### src/rtl/phy_link_ctrl_pkg.sv
// Shared types and defaults for the PHY link controller and the receive-side aligner.
package phy_link_ctrl_pkg;

    localparam int unsigned DATA_W_DEF   = 32;
    localparam int unsigned TS_REQ_DEF   = 4;
    localparam int unsigned TIMEOUT_DEF  = 64;
    localparam int unsigned LOSS_REQ_DEF = 3;
    localparam int unsigned RETRAIN_W    = 8;

    localparam logic [7:0] COM_SYM_DEF = 8'hBC;
    localparam logic [7:0] IDL_SYM_DEF = 8'h7C;

    typedef enum logic [1:0] {
        ST_DISABLED = 2'd0,
        ST_TRAIN    = 2'd1,
        ST_LINK     = 2'd2
    } link_state_e;

    // Counter width able to hold 0..max_val.
    function automatic int unsigned cnt_w(input int unsigned max_val);
        return (max_val < 2) ? 1 : $clog2(max_val + 1);
    endfunction

endpackage

### src/rtl/phy_link_ctrl_sat_counter.sv
// Up-counter with synchronous clear that saturates at MAX and flags the terminal value.
module phy_link_ctrl_sat_counter #(
    parameter int unsigned W   = 8,
    parameter int unsigned MAX = 255
) (
    input  logic         clk,
    input  logic         rst_n,
    input  logic         i_clr,
    input  logic         i_inc,
    output logic [W-1:0] o_cnt,
    output logic         o_term_c
);

    assign o_term_c = (o_cnt == W'(MAX));

    // Clear wins over increment; increment stops at the terminal value.
    always_ff @(posedge clk or negedge rst_n) begin
        if (!rst_n) begin
            o_cnt <= '0;
        end else if (i_clr) begin
            o_cnt <= '0;
        end else if (i_inc && !o_term_c) begin
            o_cnt <= o_cnt + W'(1);
        end
    end

endmodule

### src/rtl/phy_link_ctrl.sv
// Link training / transmit sequencing: COM until the far end syncs, then data or IDLE words,
// falling back to training on receive loss and counting every retrain.
module phy_link_ctrl
    import phy_link_ctrl_pkg::*;
#(
    parameter int unsigned DATA_W   = DATA_W_DEF,
    parameter logic [7:0]  COM_SYM  = COM_SYM_DEF,
    parameter logic [7:0]  IDL_SYM  = IDL_SYM_DEF,
    parameter int unsigned TS_REQ   = TS_REQ_DEF,
    parameter int unsigned TIMEOUT  = TIMEOUT_DEF,
    parameter int unsigned LOSS_REQ = LOSS_REQ_DEF
) (
    input  logic                 clk_f,
    input  logic                 reset,
    input  logic                 enable,
    input  logic [DATA_W-1:0]    data_in,
    input  logic                 valid_in,
    output logic                 ready,
    output logic [DATA_W-1:0]    tx_data,
    output logic                 tx_valid,
    output logic                 active,
    input  logic [DATA_W-1:0]    rx_data,
    input  logic                 rx_valid,
    output logic                 link_up,
    output logic                 err_timeout,
    output logic [RETRAIN_W-1:0] retrain_cnt
);

    localparam int unsigned NSYM    = DATA_W / 8;
    localparam int unsigned COM_W   = cnt_w(TS_REQ - 1);
    localparam int unsigned TIMER_W = cnt_w(TIMEOUT - 1);
    localparam int unsigned LOSS_W  = cnt_w(LOSS_REQ - 1);
    localparam int unsigned RT_MAX  = (1 << RETRAIN_W) - 1;

    localparam logic [DATA_W-1:0] COM_WORD = {NSYM{COM_SYM}};
    localparam logic [DATA_W-1:0] IDL_WORD = {NSYM{IDL_SYM}};

    link_state_e r_state;
    link_state_e w_state_nxt;

    logic [DATA_W-1:0]  w_tx_data_nxt;
    logic               w_tx_valid_nxt;
    logic               w_err_nxt;

    logic [COM_W-1:0]   w_com_cnt;
    logic [TIMER_W-1:0] w_timer;
    logic [LOSS_W-1:0]  w_loss_cnt;
    logic               w_com_term;
    logic               w_timer_term;
    logic               w_loss_term;
    logic               w_retrain_term;

    logic w_in_train;
    logic w_in_link;
    logic w_com_rx;
    logic w_com_done;
    logic w_timeout;
    logic w_loss;
    logic w_accept;
    logic w_cnt_unused;

    assign w_in_train = (r_state == ST_TRAIN);
    assign w_in_link  = (r_state == ST_LINK);
    assign w_com_rx   = rx_valid && (rx_data == COM_WORD);

    // Terminal flags sit one below the threshold, so they mark the edge that would reach it.
    assign w_com_done = w_in_train && w_com_rx && w_com_term;
    assign w_timeout  = w_in_train && w_timer_term && !w_com_done;
    assign w_loss     = w_in_link && !rx_valid && w_loss_term;

    // Never accept on a link-drop edge so the held word survives retraining.
    assign ready    = enable && w_in_link && !(!rx_valid && w_loss_term);
    assign w_accept = ready && valid_in;

    phy_link_ctrl_sat_counter #(.W(COM_W), .MAX(TS_REQ - 1)) u_com_cnt (
        .clk      (clk_f),
        .rst_n    (reset),
        .i_clr    (!enable || !w_in_train || !w_com_rx || w_com_done),
        .i_inc    (w_com_rx),
        .o_cnt    (w_com_cnt),
        .o_term_c (w_com_term)
    );

    phy_link_ctrl_sat_counter #(.W(TIMER_W), .MAX(TIMEOUT - 1)) u_timer (
        .clk      (clk_f),
        .rst_n    (reset),
        .i_clr    (!enable || !w_in_train || w_com_done || w_timeout),
        .i_inc    (1'b1),
        .o_cnt    (w_timer),
        .o_term_c (w_timer_term)
    );

    phy_link_ctrl_sat_counter #(.W(LOSS_W), .MAX(LOSS_REQ - 1)) u_loss_cnt (
        .clk      (clk_f),
        .rst_n    (reset),
        .i_clr    (!enable || !w_in_link || rx_valid || w_loss),
        .i_inc    (1'b1),
        .o_cnt    (w_loss_cnt),
        .o_term_c (w_loss_term)
    );

    // Only reset clears the retrain count; it is held through disable.
    phy_link_ctrl_sat_counter #(.W(RETRAIN_W), .MAX(RT_MAX)) u_retrain_cnt (
        .clk      (clk_f),
        .rst_n    (reset),
        .i_clr    (1'b0),
        .i_inc    (enable && (w_timeout || w_loss)),
        .o_cnt    (retrain_cnt),
        .o_term_c (w_retrain_term)
    );

    assign w_cnt_unused = ^{w_com_cnt, w_timer, w_loss_cnt, w_retrain_term};

    always_ff @(posedge clk_f or negedge reset) begin
        if (!reset) begin
            r_state <= ST_DISABLED;
        end else begin
            r_state <= w_state_nxt;
        end
    end

    // Next state, then the output words derived from it.
    always_comb begin
        w_state_nxt    = r_state;
        w_tx_data_nxt  = '0;
        w_tx_valid_nxt = 1'b0;
        w_err_nxt      = 1'b0;

        if (!enable) begin
            w_state_nxt = ST_DISABLED;
        end else begin
            case (r_state)
                ST_DISABLED: w_state_nxt = ST_TRAIN;
                ST_TRAIN: begin
                    if (w_com_done) begin
                        w_state_nxt = ST_LINK;
                    end else if (w_timeout) begin
                        w_err_nxt = 1'b1;
                    end
                end
                ST_LINK: begin
                    if (w_loss) begin
                        w_state_nxt = ST_TRAIN;
                    end
                end
                default: w_state_nxt = ST_DISABLED;
            endcase
        end

        case (w_state_nxt)
            ST_TRAIN: w_tx_data_nxt = COM_WORD;
            ST_LINK: begin
                if (w_accept) begin
                    w_tx_data_nxt  = data_in;
                    w_tx_valid_nxt = 1'b1;
                end else begin
                    w_tx_data_nxt = IDL_WORD;
                end
            end
            default: w_tx_data_nxt = '0;
        endcase
    end

    always_ff @(posedge clk_f or negedge reset) begin
        if (!reset) begin
            tx_data     <= '0;
            tx_valid    <= 1'b0;
            active      <= 1'b0;
            link_up     <= 1'b0;
            err_timeout <= 1'b0;
        end else begin
            tx_data     <= w_tx_data_nxt;
            tx_valid    <= w_tx_valid_nxt;
            active      <= (w_state_nxt == ST_LINK);
            link_up     <= (w_state_nxt == ST_LINK);
            err_timeout <= w_err_nxt;
        end
    end

endmodule

### config.mk
export PLATFORM = sky130hd
export DESIGN_NAME = phy_link_ctrl
export DESIGN_NICKNAME = d
export VERILOG_FILES = /design/src/rtl/phy_link_ctrl_pkg.sv /design/src/rtl/phy_link_ctrl_sat_counter.sv /design/src/rtl/phy_link_ctrl.sv
export SDC_FILE = /design/constraint.sdc
export NUM_CORES = 1
export LEC_CHECK = 0
export ABC_AREA = 0
export CELL_PAD_IN_SITES_DETAIL_PLACEMENT = 1
export CELL_PAD_IN_SITES_GLOBAL_PLACEMENT = 1
export CORE_MARGIN = 5
export CORE_UTILIZATION = 30
export CTS_CLUSTER_DIAMETER = 150
export DETAILED_ROUTE_END_ITERATION = 16
export PLACE_DENSITY_LB_ADDON = 0.1
export SKIP_LAST_GASP = 1
export SLEW_MARGIN = 20
export SYNTH_ARGS = -nofsm -noshare
export SYNTH_HDL_FRONTEND = slang
export SYNTH_SLANG_ARGS = --single-unit
### constraint.sdc
create_clock -name clk_f -period 2.6 [get_ports clk_f]
set_input_delay 0.39 -clock clk_f [delete_from_list [all_inputs] [get_ports clk_f]]
set_output_delay 0.39 -clock clk_f [all_outputs]
set_load 0.01 [all_outputs]
==> results.tsv, run 1 <==
metric	value	unit
period utilization	101.3	%
R2R depth	13	
fin nets	415	
most common cell in the netlist	dfrtp_1	
maximum VDD drop	302.2	uV
R2R Path Start	u_loss_cnt.o_cnt[0]	
routed wire length	7368	um
endpoint class of the critical path	flip-flop	
final worst setup slack	-0.03494	ns
Die Y	97.60	um
CTS tree	done	
Synth async-reset ratio	100.0	%
Synth Instances	205	
worst hold path type	primary input to async pin	
antenna violations before repair	0	
total track usage	15.29	%
Sink Count	55	
Synth Flop Type	dfrtp_1	
Max Fanout on Critical Path	6	
most common library cells after synthesis	dfrtp_1, nand2_1, o21ai_0	
DRC	0	
synthesis-to-finish area growth	70.76	%
Ports	114	
Crit. Startpoint	rx_data[22]	
Post-Syn Area	2302	sq um
Ys Warns	0	
hpwl dp	5461	um
Slew @ Worst Pin	0.6250	ns
Final ANT Viol Nets	0	
largest cells by area after synthesis	dfrtp_1, nand2_1, o21ai_0	
WS Path Type	primary input to flip-flop	
Slew Limit Headroom	58.33	%
PortBufs	113	
# diodes	0	
CTS Hold Bufs	0	
vias in the first global route	2361	
FMAX	0.3795	GHz
skew final	0.005497	ns
failing checks	negative setup slack	
r2r setup slk	0.38	ns
pwr/cell area	398.2	nW/um^2
total grt overflow	0	
Core Region	7607	sq um
clock-pin slew on the worst setup and hold paths	0.09	ns
cell taking the most area after synthesis	dfrtp_1	
post-layout min period	2.635	ns
Final Setup Violations	8	
CTS root buffer	clkbuf_8	
Mean Syn Cell Area	11.23	sq um
critical path, cell by cell	clkbuf_2 -> or4b_1 -> or4_4 -> nor4_4 -> o211ai_1 -> inv_2 -> ha_4 -> nor2b_4 -> and3_4 -> buf_6 -> and2_4	
sequential-to-total area share from yosys stat	59.78	%
Worst setup SP type	primary input	
final hold viol count	0	
RSZ-0062 raised after global routing	true	
via count	2058	
Leakage	1.850	nW
worst skew pair latency	0.30	ns
Wirelength per Cell	16.67	um
first-pass GRT wire length	11850	um
die width	97.60	um
layout cells sized above 1	19.71	%
Critical Path AT	2.88	ns
delay-heaviest family, CP	simple AND/OR/NAND/NOR gates	
Initial Util	30.26	%
Slew Viols, Final	0	
first-iteration detailed-routing DRC count	21	
Clock Tree Buf Depth	2	
GP Congestion	0.8076	
Crit Reg-Reg Endpoint	r_state[1]	
TritonCTS Buffers	5	
utilization after layout	51.68	%
library cells used by synthesis	36	
row count	32	
CP bufs+invs	3	
largest net degree at the start of global routing	31	
Max Cap Violations	0	
post-synth top area share	59.78	%
Crit-path slowest cell	or4_4	
Post-synth EDFFs	0	
CP peak stage delay	0.55	ns
setup TNS	-0.1521	ns
Req. time, crit path	2.84	ns
vias per cell	4.656	
Syn Nets	280	
outcome	finished, violations left	
full die area	9526	sq um
synthesis-stage register bit count	55	
H-tree levels	2	
DRT Pass-1 Iters	4	
-- placed cells by master (no fill, tap or decap), types with 2 or more instances in the layout --
cell	count
o21a_1	4
nor3b_1	2
dfrtp_1	55
buf_6	6
ha_4	2
nor2_1	5
ha_1	4
o21ai_0	9
clkdlybuf4s50_1	103
buf_2	4
nand2_1	24
and3_1	4
buf_4	15
nand4_1	4
inv_1	4
and2_4	4
nor2b_1	2
and4_1	3
xnor2_1	4
nand2b_1	2
o21ai_1	8
clkbuf_8	6
mux2_1	2
nor4bb_1	2
or4b_1	2
and2_1	5
nand2_2	9
nand3_1	2
clkbuf_2	4
clkbuf_16	2
xor2_1	6
buf_12	2
nor4_1	3
nor3_1	7
-- per-stage QoR --
stage	hold WS (ns)	cells	worst slack (ns)	total power [mW]	cell area [sq um]
final	0.09968	442	-0.03494	1.565	3931
after CTS	0.1031	440	-0.03260	1.576	3809
after global routing	0.1294	442	-0.1046	1.645	3931
after floorplan	0.09441	205	-0.2631	0.9272	2323
after global placement	0.4197	422	-0.6344	1.094	3626
after detailed placement	0.4340	422	-0.6992	1.098	3626
-- flip-flops by register name (all words and copies together), names as in the netlist --
| name | count |
|---|---|
| err_timeout | 1 |
| r_state | 2 |
| link_up | 1 |
| u_timer.o_cnt | 6 |
| u_retrain_cnt.o_cnt | 8 |
| tx_data | 32 |
| u_loss_cnt.o_cnt | 2 |
| u_com_cnt.o_cnt | 2 |
| tx_valid | 1 |
-- final cells by class --
| class | instances | area (sq um) |
|---|---|---|
| fillers | 821 | 3676 |
| flip-flops and latches | 55 | 1376 |
| repair buffers | 137 | 1354 |
| multi-input cells | 136 | 967.2 |
| well taps | 102 | 127.6 |
| clock buffers | 6 | 82.58 |
| inverters | 5 | 18.77 |
| clock inverters | 1 | 5.005 |
-- how the worst max path moves through the flow --
| stage | endpoint | depth (start not counted) |
|---|---|---|
| after global routing | tx_data[1] | 11 |
| after CTS | tx_data[9] | 11 |
| after floorplan | tx_data[20] | 11 |
| after detailed placement | tx_data[25] | 11 |
| after global placement | tx_data[16] | 11 |
| final | tx_data[1] | 11 |
-- what timing repair did --
| action | in CTS | in global routing |
|---|---|---|
| cloned | 1 | 3 |
| setup endpoints to repair | 32 | 33 |
| resized for setup | 30 | 29 |
| buffers inserted | 10 | 2 |
| pin swaps | 7 | 10 |
-- worst register-to-register path, delay by kind of cell, from the launching register on --
| kind | cells | cell delay [ns] |
|---|---|---|
| simple gates | 2 | 0.23 |
| flops | 1 | 0.41 |
| compound gates | 1 | 0.28 |
| fa+ha+maj | 1 | 0.16 |
| buf+inv | 9 | 1.02 |
-- where the power goes --
group          switching (mW)  internal [mW]  total, mW
logic                  0.0738          0.140      0.214
clock network           0.263          0.210      0.473
registers             0.00650          0.872      0.879
-- cells by family after synthesis --
| logic type | synth area share (%) |
|---|---|
| compound gates | 6.033 |
| xor+xnor | 3.804 |
| fa+ha+maj | 3.261 |
| buf+inv | 2.446 |
| flops | 59.78 |
| mux | 0.9782 |
| simple gates | 23.70 |
-- layer usage --
metal,routed length [um],GRT usage (%),vias up
met5,0,0,-
met4,64,3.621,0
met3,552,6.389,6
met2,3837,27.89,79
met1,2914,16.31,1004
li1,-,-,969
No activity file was read; power rests on OpenSTA's default activity.
==> inputs of run 2 (changes only) <==
--- a/config.mk
+++ b/config.mk
@@ -8,8 +8,8 @@
 export ABC_AREA = 0
 export CELL_PAD_IN_SITES_DETAIL_PLACEMENT = 1
 export CELL_PAD_IN_SITES_GLOBAL_PLACEMENT = 1
-export CORE_MARGIN = 5
-export CORE_UTILIZATION = 30
+export CORE_MARGIN = 2
+export CORE_UTILIZATION = 31
 export CTS_CLUSTER_DIAMETER = 150
 export DETAILED_ROUTE_END_ITERATION = 16
 export PLACE_DENSITY_LB_ADDON = 0.1
@@ -17,4 +17,5 @@
 export SLEW_MARGIN = 20
 export SYNTH_ARGS = -nofsm -noshare
 export SYNTH_HDL_FRONTEND = slang
+export SYNTH_HIERARCHICAL = 1
 export SYNTH_SLANG_ARGS = --single-unit
==> run 2 against run 1 <==
The flow now finishes without violations. Critical path depth is 1 lower. Die area is 3.3% lower. Maximum frequency is 6.7% higher. Hold slack better by 0.018 ns. Clock power is 2% higher. Sequential share of layout area is 2.5 points lower. Global-route usage is 1.3 points higher. First-iteration DRC count is 71% higher. Synthesized area is 14% higher. Combinational power hardly changed. Via count is 16% higher. Register-to-register slack better by 0.04 ns. Critical endpoint is now tx_data[16]. Largest power group unchanged.
==> results.tsv, run 2 <==
metric	value	unit	change
outcome	finished clean		was finished, violations left
most common cell after layout, fill and taps aside	clkdlybuf4s50_1		unchanged
H-tree levels	2		unchanged
met3 global-route usage	7.126	%	was 6.389%
Critical Path AT	2.73	ns	was 2.88 ns
Slew @ Worst Pin	0.7151	ns	was 0.6250 ns
vias in the first global route	2507		was 2361
Seq pwr share	55.9	%	was 56.2%
TritonCTS Buffers	5		unchanged
Synth Instances	247		was 205
vias per cell	4.856		was 4.656
post-layout min period	2.470	ns	was 2.635 ns
maximum VDD drop	226.2	uV	was 302.2 uV
final hold viol count	0		unchanged
Post-Syn Area	2624	sq um	was 2302 sq um
Crit Reg-Reg Endpoint	u_retrain_cnt/o_cnt[7]		was r_state[1]
Finished Cell Area	4239	sq um	was 3931 sq um
full die area	9216	sq um	was 9526 sq um
DP Area	3999	sq um	was 3626 sq um
total grt overflow	0		unchanged
endpoint class of the critical path	flip-flop		unchanged
FMAX	0.4049	GHz	was 0.3795 GHz
Final Setup Violations	0		was 8
worst skew pair latency	0.31	ns	was 0.30 ns
Die Y	96	um	was 97.60 um
Combinational Power Share	13.6	%	was 13.7%
Clock power frac	30.6	%	was 30.2%
Switching Share	23.66	%	was 21.91%
row count	33		was 32
Req. time, crit path	2.86	ns	was 2.84 ns
DRC	0		unchanged
DRT Pass-1 Iters	4		unchanged
M2 GR Usage	28.59	%	was 27.89%
max FFs per register	32		unchanged
via count	2394		was 2058
most frequent cells in the layout	clkdlybuf4s50_1, dfrtp_1, buf_4, nand2_1, o21ai_0		was clkdlybuf4s50_1, dfrtp_1, nand2_1, buf_4
total track usage	16.63	%	was 15.29%
internal power	1.205	mW	was 1.222 mW
routed wire length	7395	um	was 7368 um
PortBufs	113		unchanged
Core Region	8217	sq um	was 7607 sq um
hold slack	0.1174	ns	was 0.09968 ns
Initial Util	31.93	%	was 30.26%
Ports	114		unchanged
number of fill cells	916		was 821
largest net degree at the start of global routing	33		was 31
Mean Syn Cell Area	10.62	sq um	was 11.23 sq um
Most flops, register	tx_data		unchanged
CTS tree	done		unchanged
Wirelength per Cell	15.00	um	was 16.67 um
Worst setup SP type	primary input		unchanged
Sink Count	55		unchanged
WS Path Type	primary input to flip-flop		unchanged
met1 Usage GRT	18.93	%	was 16.31%
Ys Warns	6		was 0
layout cells sized above 1	16.75	%	was 19.71%
first-pass GRT wire length	11850	um	unchanged
Leakage	1.927	nW	was 1.850 nW
GRT busiest layer	met2		unchanged
first-iteration detailed-routing DRC count	36		was 21
clock-pin slew on the worst setup and hold paths	0.10	ns	was 0.09 ns
skew final	0.01098	ns	was 0.005497 ns
R2R depth	8		was 13
GP Congestion	0.7158		was 0.8076
Max Cap Violations	0		unchanged
# diodes	0		unchanged
Slew Viols, Final	0		unchanged
period utilization	94.98	%	was 101.3%
CTS root buffer	clkbuf_8		unchanged
P_sw	373.5	uW	was 343.0 uW
fin nets	462		was 415
r2r setup slk	0.42	ns	was 0.38 ns
hpwl dp	5589	um	was 5461 um
pwr/cell area	372.4	nW/um^2	was 398.2 nW/um^2
synthesis-to-finish area growth	61.56	%	was 70.76%
R2R Path Start	u_timer/o_cnt[0]		was u_loss_cnt.o_cnt[0]
biggest regs	tx_data x32, u_retrain_cnt/o_cnt x8, u_timer/o_cnt x6		was tx_data x32, u_retrain_cnt.o_cnt x8, u_timer.o_cnt x6
Max Fanout on Critical Path	6		unchanged
worst hold path type	primary input to async pin		unchanged
antenna violations before repair	0		unchanged
die width	96	um	was 97.60 um
Clock Tree Buf Depth	2		unchanged
utilization after layout	51.59	%	was 51.68%
Final ANT Viol Nets	0		unchanged
Slew Limit Headroom	52.33	%	was 58.33%
[run 2: timing repair]
action	4_1_cts	5_1_grt
resized for setup	24	14
buffers inserted	3	4
setup endpoints to repair	29	40
pin swaps	12	11
hold buffers	0	0
gates cloned	1	0
[run 2: critical path, stage by stage]
cell           delay [ns]
dlygate4sd2_1        0.23
nand4b_1             0.16
or4_4                0.56
o41a_1               0.45
o21ai_2              0.18
ha_4                 0.23
nand2b_4             0.15
nor2_4               0.11
buf_6                0.13
and2_4               0.13
[run 2: routing by layer]
metal	wire [um]	part of all wire, %	up-vias
li1	-	-	1150
met1	2911	39	1160
met2	3599	49	77
met3	804	11	7
met4	79	1.1	0
met5	0	0	-
[run 2: through the flow]
stage | setup TNS, ns | std cells | worst slack [ns] | total power, mW
2_1_floorplan | 0 | 249 | 0.001530 | 0.9450
3_3_place_gp | -13.38 | 477 | -0.3899 | 1.113
3_5_place_dp | -15.47 | 477 | -0.4541 | 1.118
4_1_cts | 0 | 489 | 0.003172 | 1.601
5_1_grt | -0.007557 | 493 | -0.004966 | 1.658
6_report | 0 | 493 | 0.1304 | 1.579
[run 2: worst max-delay path by stage]
stage,from,endpoint,cells after the start
after floorplan,rx_data[30],tx_data[11],9
after global placement,rx_data[0],tx_data[24],10
after detailed placement,rx_data[30],tx_data[16],10
after CTS,rx_data[19],tx_data[9],11
after global routing,rx_data[6],tx_data[11],11
final,rx_data[14],tx_data[16],10
[run 2: power by group through the flow]
stage | Combinational, mW | Sequential [mW] | Clock, mW
2_1_floorplan | 0.0386 | 0.906 | 0
3_3_place_gp | 0.215 | 0.898 | 0
3_5_place_dp | 0.219 | 0.899 | 0
4_1_cts | 0.215 | 0.882 | 0.503
5_1_grt | 0.234 | 0.885 | 0.540
6_report | 0.214 | 0.882 | 0.483
[run 2: cell type report]
type / instances / area (sq um) / share of cell area (%)
inverter: 8 / 30.03 / 0.7084
timing repair buffer: 141 / 1355 / 31.97
multi-input combinational: 176 / 1257 / 29.66
clock inverter: 2 / 16.27 / 0.3837
tap: 105 / 131.4 / 3.099
clock buffer: 6 / 72.57 / 1.712
sequential: 55 / 1376 / 32.47
==> inputs of run 3 (changes only) <==
--- a/config.mk
+++ b/config.mk
@@ -13,7 +13,6 @@
 export CTS_CLUSTER_DIAMETER = 150
 export DETAILED_ROUTE_END_ITERATION = 16
 export PLACE_DENSITY_LB_ADDON = 0.1
-export SKIP_LAST_GASP = 1
 export SLEW_MARGIN = 20
 export SYNTH_ARGS = -nofsm -noshare
 export SYNTH_HDL_FRONTEND = slang
==> results of run 3 <==
The final DEF is identical to that of run 2; final timing and power are the same.
